File: src/rtl/uart_transmitter.sv
// 8N1 UART transmitter with internal baud divider; tx/txBusy/txDone are registered, frame starts one cycle after acceptance.
// Requests arriving while busy are dropped (no queuing); txEn low aborts the current frame.
module uart_transmitter #(
  parameter int CLK_FREQ  = 50000000,
  parameter int BAUD_RATE = 9600
) (
  input  logic       clk,
  input  logic       rst_n,
  input  logic       txEn,
  input  logic       txStart,
  input  logic [7:0] in_data,
  output logic       tx,
  output logic       txBusy,
  output logic       txDone
);

  localparam int BIT_CLKS = CLK_FREQ / BAUD_RATE;
  localparam int CNT_W    = (BIT_CLKS > 1) ? $clog2(BIT_CLKS) : 1;
  localparam logic [CNT_W-1:0] CNT_LAST = CNT_W'(BIT_CLKS - 1);

  typedef enum logic [1:0] {IDLE, START, DATA, STOP} state_t;

  state_t           state_q, state_d;
  logic [7:0]       shift_q, shift_d;
  logic [2:0]       idx_q, idx_d;
  logic [CNT_W-1:0] cnt_q, cnt_d;
  logic             tx_q, tx_d;
  logic             busy_q, busy_d;
  logic             done_q, done_d;
  logic             bit_end;

  always_comb begin
    bit_end = (cnt_q == CNT_LAST);
    state_d = state_q;
    shift_d = shift_q;
    idx_d   = idx_q;
    cnt_d   = bit_end ? '0 : cnt_q + CNT_W'(1);
    tx_d    = tx_q;
    busy_d  = busy_q;
    done_d  = 1'b0;

    // tx_d is the level for the state being entered, so tx stays a pure register
    case (state_q)
      IDLE: begin
        cnt_d  = '0;
        tx_d   = 1'b1;
        busy_d = 1'b0;
        if (txStart) begin
          shift_d = in_data;
          idx_d   = 3'd0;
          state_d = START;
          tx_d    = 1'b0;
          busy_d  = 1'b1;
        end
      end
      START: begin
        if (bit_end) begin
          state_d = DATA;
          tx_d    = shift_q[0];
        end
      end
      DATA: begin
        if (bit_end) begin
          shift_d = shift_q >> 1;
          idx_d   = idx_q + 3'd1;
          if (idx_q == 3'd7) begin
            state_d = STOP;
            tx_d    = 1'b1;
          end else begin
            tx_d = shift_q[1];
          end
        end
      end
      STOP: begin
        tx_d = 1'b1;
        if (bit_end) begin
          state_d = IDLE;
          busy_d  = 1'b0;
          done_d  = 1'b1;
        end
      end
      default: begin
        state_d = IDLE;
        tx_d    = 1'b1;
        busy_d  = 1'b0;
      end
    endcase
  end

  // Dropping txEn behaves exactly like reset: the frame is abandoned, not paused
  always_ff @(posedge clk) begin
    if (!rst_n || !txEn) begin
      state_q <= IDLE;
      shift_q <= '0;
      idx_q   <= '0;
      cnt_q   <= '0;
      tx_q    <= 1'b1;
      busy_q  <= 1'b0;
      done_q  <= 1'b0;
    end else begin
      state_q <= state_d;
      shift_q <= shift_d;
      idx_q   <= idx_d;
      cnt_q   <= cnt_d;
      tx_q    <= tx_d;
      busy_q  <= busy_d;
      done_q  <= done_d;
    end
  end

  assign tx     = tx_q;
  assign txBusy = busy_q;
  assign txDone = done_q;

endmodule

File: config.mk
export PLATFORM = sky130hd
export DESIGN_NAME = uart_transmitter
export DESIGN_NICKNAME = d
export VERILOG_FILES = /design/src/rtl/uart_transmitter.sv
export SDC_FILE = /design/constraint.sdc
export NUM_CORES = 1
export LEC_CHECK = 0
export CORE_MARGIN = 3
export CORE_UTILIZATION = 59
export CTS_CLUSTER_DIAMETER = 200
export DETAILED_ROUTE_END_ITERATION = 10
export HOLD_SLACK_MARGIN = 0.06
export PLACE_DENSITY_LB_ADDON = 0.12
export SYNTH_ARGS = -nofsm -noshare
export SYNTH_HDL_FRONTEND = slang
export SYNTH_SLANG_ARGS = --single-unit
File: constraint.sdc
create_clock -name clk -period 2.9 [get_ports clk]
set_input_delay 0.58 -clock clk [delete_from_list [all_inputs] [get_ports clk]]
set_output_delay 0.58 -clock clk [all_outputs]
set_load 0.05 [all_outputs]
==> impl_metrics.yaml, run 1 <==
status:
  outcome: "finished, final reports clean"
timing:
  finalHoldViolCount: 0
  finalCritPeriodShare_pct: 71.5
  report.final.slew_viol_count: 0
  fmax_ghz: 0.482
  tightest_slew_ns: 0.937
  slew_headroom_pct: 37.1
  min_period_ns: 2.07
  finalSetupTns_ns: 0
  skew_ns: 0.00472
  setup_viol: 0
  rsz0062_at_grt: "false"
routing:
  dr_total_vias: 1199
  drt_pass1_iterations: 4
  drc: 0
  drt_iter0_drc: 28
  vias_per_cell: 5.91
  wl_per_cell_um: 13.7
  ant_nets: 0
  routed_wl_um: 2780
clock_network:
  postCtsHoldBufs: 0
  cts.sinks: 29
  post-cts-setup-buffers: 0
  cts_resized: 0
  cts_made_buffers: 5
  clk_pin_slew_worst_paths_ns: 0.08
  cts_tree: "done"
  root_buffer: "clkbuf_4"
  clockBufferDepth: 2
  clock_latency_ns: 0.32
  htreeDepth: 2
placement:
  numPortBuffers: 14
  dp_hpwl_um: 1940
  gp_congestion: 0.731
  place_inst: 196
global_route:
  grt_max_degree: 20
  grt_pass1_wl_um: 4830
  antenna_found_initial: 0
  grt_pass1_vias: 1158
  overflow: 0
  grt_use_total_pct: 19.5
logic_synthesis:
  synth_area_leaders: "dfxtp_1, ha_1, mux2i_1, xor2_1, a21oi_1"
  synth_edf_count: 0
  synth_cell_types: 37
  synthesis.area_um2: 1470
  syn-num-nets: 180
  async_flop_share_pct: 0
  synth_area_leader_cell: "dfxtp_1"
  avgSynthCellArea_um2: 9.14
  ys_ff_latch: 29
  netlist.area_leader.share_pct: 39.5
  ys_warn_count: 0
  synthFlopType: "dfxtp_1"
  yosysSeqAreaShare_pct: 39.5
  netlist_instances: 161
floorplanning:
  num_io_pins: 15
  die_area_um2: 3130
  num_rows: 17
  dieHeight_um: 55.9
  core_um2: 2300
  start_util_pct: 64.1
  die_x_um: 55.9
setup_path:
  worstSetupPathType: "reg2reg"
  startpoint_type: "register"
  cp_max_fo: 18
  cp.arrival_ns: 2.32
  endpoint_kind: "register"
  crit_required_ns: 3.15
cells_and_area:
  layout-drive-gt1-share_pct: 12.6
  final_cell_mix: "dfxtp_1, a21oi_1, clkdlybuf4s50_1"
  post_layout_nonfiller_instances: 203
  area_growth_pct: 13.0
  nNetsFinal: 194
  layout_commonest_cell: "dfxtp_1"
  diodes: 0
power:
  worst_ir_drop_vdd_mv: 0.436
  p_leak_nw: 0.590
  power.density_nw_per_um2: 444
min_path:
  hold_path_class: "reg2reg"
flow_run:
  drv_cap: 0
## final timing paths
| kind | startpoint | end | slack (ns) | cells after the start |
|---|---|---|---|---|
| setup / recovery | state_q[0] | shift_q[0] | 0.83 | 6 |
| hold / removal | cnt_q[0] | cnt_q[0] | 0.45 | 1 |
| setup reg to reg | state_q[0] | shift_q[0] | 0.83 | 6 |
| hold reg to reg | cnt_q[0] | cnt_q[0] | 0.45 | 1 |
## power by group
group          leakage, nW  internal (mW)  total (mW)  switching, mW
combinational        0.323         0.0379      0.0848         0.0469
clock               0.0314          0.114       0.241          0.127
sequential           0.235          0.406       0.411        0.00488
## metrics by stage
stage | util [%] | hold WS (ns) | cell area (um^2) | setup WS, ns | total power [mW]
floorplan | - | 0.423 | 1470 | 1.17 | 0.476
global placement | 70.0 | 0.432 | 1610 | 0.751 | 0.501
detailed placement | 70.0 | 0.439 | 1610 | 0.653 | 0.505
CTS | 72.4 | 0.458 | 1660 | 0.801 | 0.744
global route | 72.4 | 0.485 | 1660 | 0.567 | 0.772
finish | 72.4 | 0.455 | 1660 | 0.825 | 0.738
## flip-flops by register name, summed over array words and instances, names as in the netlist
name,count
txDone,1
cnt_q,13
tx,1
state_q,2
shift_q,8
txBusy,1
idx_q,3
## kinds of logic (layout without fill, tap and decap cells)
logic type | Yosys count | in the layout | synth area share (%)
adders and majority gates | 7 | 7 | 5.95
DFF | 29 | 29 | 39.5
AOI/OAI and AO/OA | 36 | 36 | 13.8
muxes | 8 | 8 | 5.44
xor gates and xnor gates | 10 | 10 | 5.95
buffers and inverters | 13 | 27 | 4.42
and+or+nand+nor | 58 | 58 | 25.0
## cells in the mapped netlist, types with 2 or more instances
| master | n |
|---|---|
| nand4_1 | 6 |
| xor2_1 | 9 |
| o21ai_0 | 13 |
| nand3_1 | 7 |
| nand2b_1 | 2 |
| nor2_1 | 5 |
| clkbuf_1 | 5 |
| o21ai_1 | 2 |
| mux2i_1 | 8 |
| and2_1 | 2 |
| inv_1 | 5 |
| ha_1 | 7 |
| and3_1 | 2 |
| and4_1 | 2 |
| buf_6 | 2 |
| or3_1 | 8 |
| nor2_2 | 10 |
| a21oi_1 | 15 |
| dfxtp_1 | 29 |
| nand2_1 | 5 |
## area by class of cell
cell class | instances | area [um^2]
Tap cell | 28 | 35.0
Timing Repair Buffer | 15 | 148
Multi-Input combinational cell | 119 | 826
Inverter | 5 | 18.8
Fill cell | 177 | 634
Clock buffer | 7 | 55.1
Sequential cell | 29 | 581
## critical path, cell delays in order, from the launching register on
cell     delay (ns)
dfxtp_1        0.36
inv_1          0.09
ha_1           0.20
buf_4          0.20
o21ai_1        0.76
o21ai_0        0.22
a21oi_1        0.17
## per-layer routing
layer	up-vias	share of wire, %	global-route usage [%]
li1	603	-	-
met1	567	45	21.6
met2	21	49	33.4
met3	8	3.9	6.50
met4	0	2.2	9.15
met5	-	0	0
Power figures use the tool's default switching activity.
==> inputs of run 2 (changes only) <==
--- a/config.mk
+++ b/config.mk
@@ -6,7 +6,7 @@
 export NUM_CORES = 1
 export LEC_CHECK = 0
 export CORE_MARGIN = 3
-export CORE_UTILIZATION = 59
+export CORE_UTILIZATION = 55
 export CTS_CLUSTER_DIAMETER = 200
 export DETAILED_ROUTE_END_ITERATION = 10
 export HOLD_SLACK_MARGIN = 0.06
==> constraint.sdc (replaced) <==
create_clock -name clk -period 2.1 [get_ports clk]
set_input_delay 0.42 -clock clk [delete_from_list [all_inputs] [get_ports clk]]
set_output_delay 0.42 -clock clk [all_outputs]
set_load 0.05 [all_outputs]
==> run 2 against run 1 <==
First-iteration DRC count up 57%. Clock power rose by 140%. Non-clock buffer count increased by 3. Largest power group is now clock. Critical path depth shrank 5. Final area is 4.6% higher.
==> impl_metrics.yaml, run 2 (synthesis results as in run 1) <==
status:
  outcome: "finished, final reports clean"
power:
  p_leak_nw: 0.629
  power_mw: 1.27
  power.density_nw_per_um2: 729
  worst_ir_drop_vdd_mv: 0.592
global_route:
  grt_use_total_pct: 18.8
  grt_max_degree: 20
  antenna_found_initial: 0
  grt_pass1_wl_um: 4890
  overflow: 0
  grt_pass1_vias: 1128
cells_and_area:
  largest_register: "cnt_q"
  nNetsFinal: 197
  layout_commonest_cell: "dfxtp_1"
  area_growth_pct: 18.2
  multi_input_area_um2: 830
  diodes: 0
  nFillCells: 205
  largest_reg_flops: 13
  fin_util_pct: 69.6
  reg_top3: "cnt_q x13, shift_q x8, idx_q x3"
  layout-drive-gt1-share_pct: 15.6
  final_cell_mix: "dfxtp_1, a21oi_1, clkdlybuf4s50_1"
  seqCellArea_um2: 581
clock_network:
  cts_resized: 0
  root_buffer: "clkbuf_4"
  htreeDepth: 2
  cts_made_buffers: 5
  clk_pin_slew_worst_paths_ns: 0.10
  post-cts-setup-buffers: 0
  cts.sinks: 29
  cts_tree: "done"
  clockBufferDepth: 2
  clock_latency_ns: 0.33
  postCtsHoldBufs: 0
routing:
  vias_per_cell: 5.77
  dr_total_vias: 1205
  ant_nets: 0
  drt_iter0_drc: 44
  routed_wl_um: 2870
  wl_per_cell_um: 13.7
  drt_pass1_iterations: 4
  drc: 0
flow_run:
  drv_cap: 0
timing:
  finalHoldViolCount: 0
  report.final.slew_viol_count: 0
  fmax_ghz: 0.525
  finalCritPeriodShare_pct: 90.6
  slew_headroom_pct: 52.2
  min_period_ns: 1.90
  setup_viol: 0
  finalSetupTns_ns: 0
  rsz0062_at_grt: "false"
  tightest_slew_ns: 0.715
  skew_ns: 0.00349
setup_path:
  startpoint_type: "register"
  worstSetupPathType: "reg2out"
  path_cells: "clkdlybuf4s50_1"
  cp_slowest_cell: "clkdlybuf4s50_1"
  cp.arrival_ns: 1.48
  endpoint_kind: "output port"
  cpPeakStageDelay_ns: 0.81
  critPathTopFamily: "buffers and inverters"
  crit_buf_inv: 1
  cp_max_fo: 2
  crit_required_ns: 1.68
min_path:
  hold_path_class: "reg2reg"
floorplanning:
  die_area_um2: 3330
  die_x_um: 57.7
  num_io_pins: 15
  start_util_pct: 58.9
  dieHeight_um: 57.7
  core_um2: 2500
  num_rows: 18
placement:
  dp_hpwl_um: 1980
  numPortBuffers: 14
  gp_congestion: 0.786
==> run 2: changes by cell type in the layout (fill, tap and decap cells not counted), sizes merged <==
| cell | before | now |
|---|---|---|
| bufinv | 0 | 2 |
| clkinv | 0 | 1 |
| buf | 1 | 4 |
| clkbuf | 7 | 5 |
==> run 2: per-stage QoR <==
| step | worst slack (ns) | instance area (um^2) | std cells | hold WS, ns |
|---|---|---|---|---|
| floorplan | 0.369 | 1470 | 161 | 0.423 |
| global placement | 0.167 | 1630 | 201 | 0.432 |
| detailed placement | 0.109 | 1630 | 201 | 0.439 |
| CTS | 0.159 | 1740 | 209 | 0.462 |
| global route | 0.0173 | 1740 | 209 | 0.498 |
| finish | 0.197 | 1740 | 209 | 0.457 |
==> run 2: area by class of cell <==
cell class | count | area share [%]
clock inverter | 3 | 3.74
clock buffer | 5 | 2.16
sequential | 29 | 33.4
inverter | 5 | 1.08
timing repair buffer | 18 | 9.78
multi-input combinational | 119 | 47.7
tap | 30 | 2.16
==> run 2: power by group <==
| group | switching [mW] | internal, mW |
|---|---|---|
| clock network | 0.208 | 0.368 |
| registers | 0.00660 | 0.561 |
| logic | 0.0661 | 0.0573 |
| total | 0.280 | 0.987 |
==> run 2: final timing paths <==
kind	start	to	slack, ns	cells after the start
setup / recovery	txBusy	txBusy	0.20	1
hold / removal	cnt_q[0]	cnt_q[0]	0.46	1
setup reg to reg	state_q[0]	shift_q[7]	0.21	6
hold reg to reg	cnt_q[0]	cnt_q[0]	0.46	1
==> run 2: metal layers <==
metal / wire (um) / track usage, % / share of wire (%)
met3: 144 / 7.13 / 5.0
met2: 1300 / 29.4 / 45
met1: 1400 / 23.8 / 49
met5: 0 / 0 / 0
met4: 25 / 6.29 / 0.87
==> run 2: worst register-to-register path: cells and delay by family, from the launching register on <==
family / cells / cell delay (ns)
AOI/OAI and AO/OA: 3 / 0.95
DFF: 1 / 0.34
adders and majority gates: 1 / 0.30
buffers and inverters: 2 / 0.24
==> inputs of run 3 (changes only) <==
--- a/config.mk
+++ b/config.mk
@@ -5,6 +5,7 @@
 export SDC_FILE = /design/constraint.sdc
 export NUM_CORES = 1
 export LEC_CHECK = 0
+export ABC_CLOCK_PERIOD_IN_PS = 2100
 export CORE_MARGIN = 3
 export CORE_UTILIZATION = 55
 export CTS_CLUSTER_DIAMETER = 200
==> results of run 3 <==
No change in the layout: final DEF, timing and power equal those of run 2.
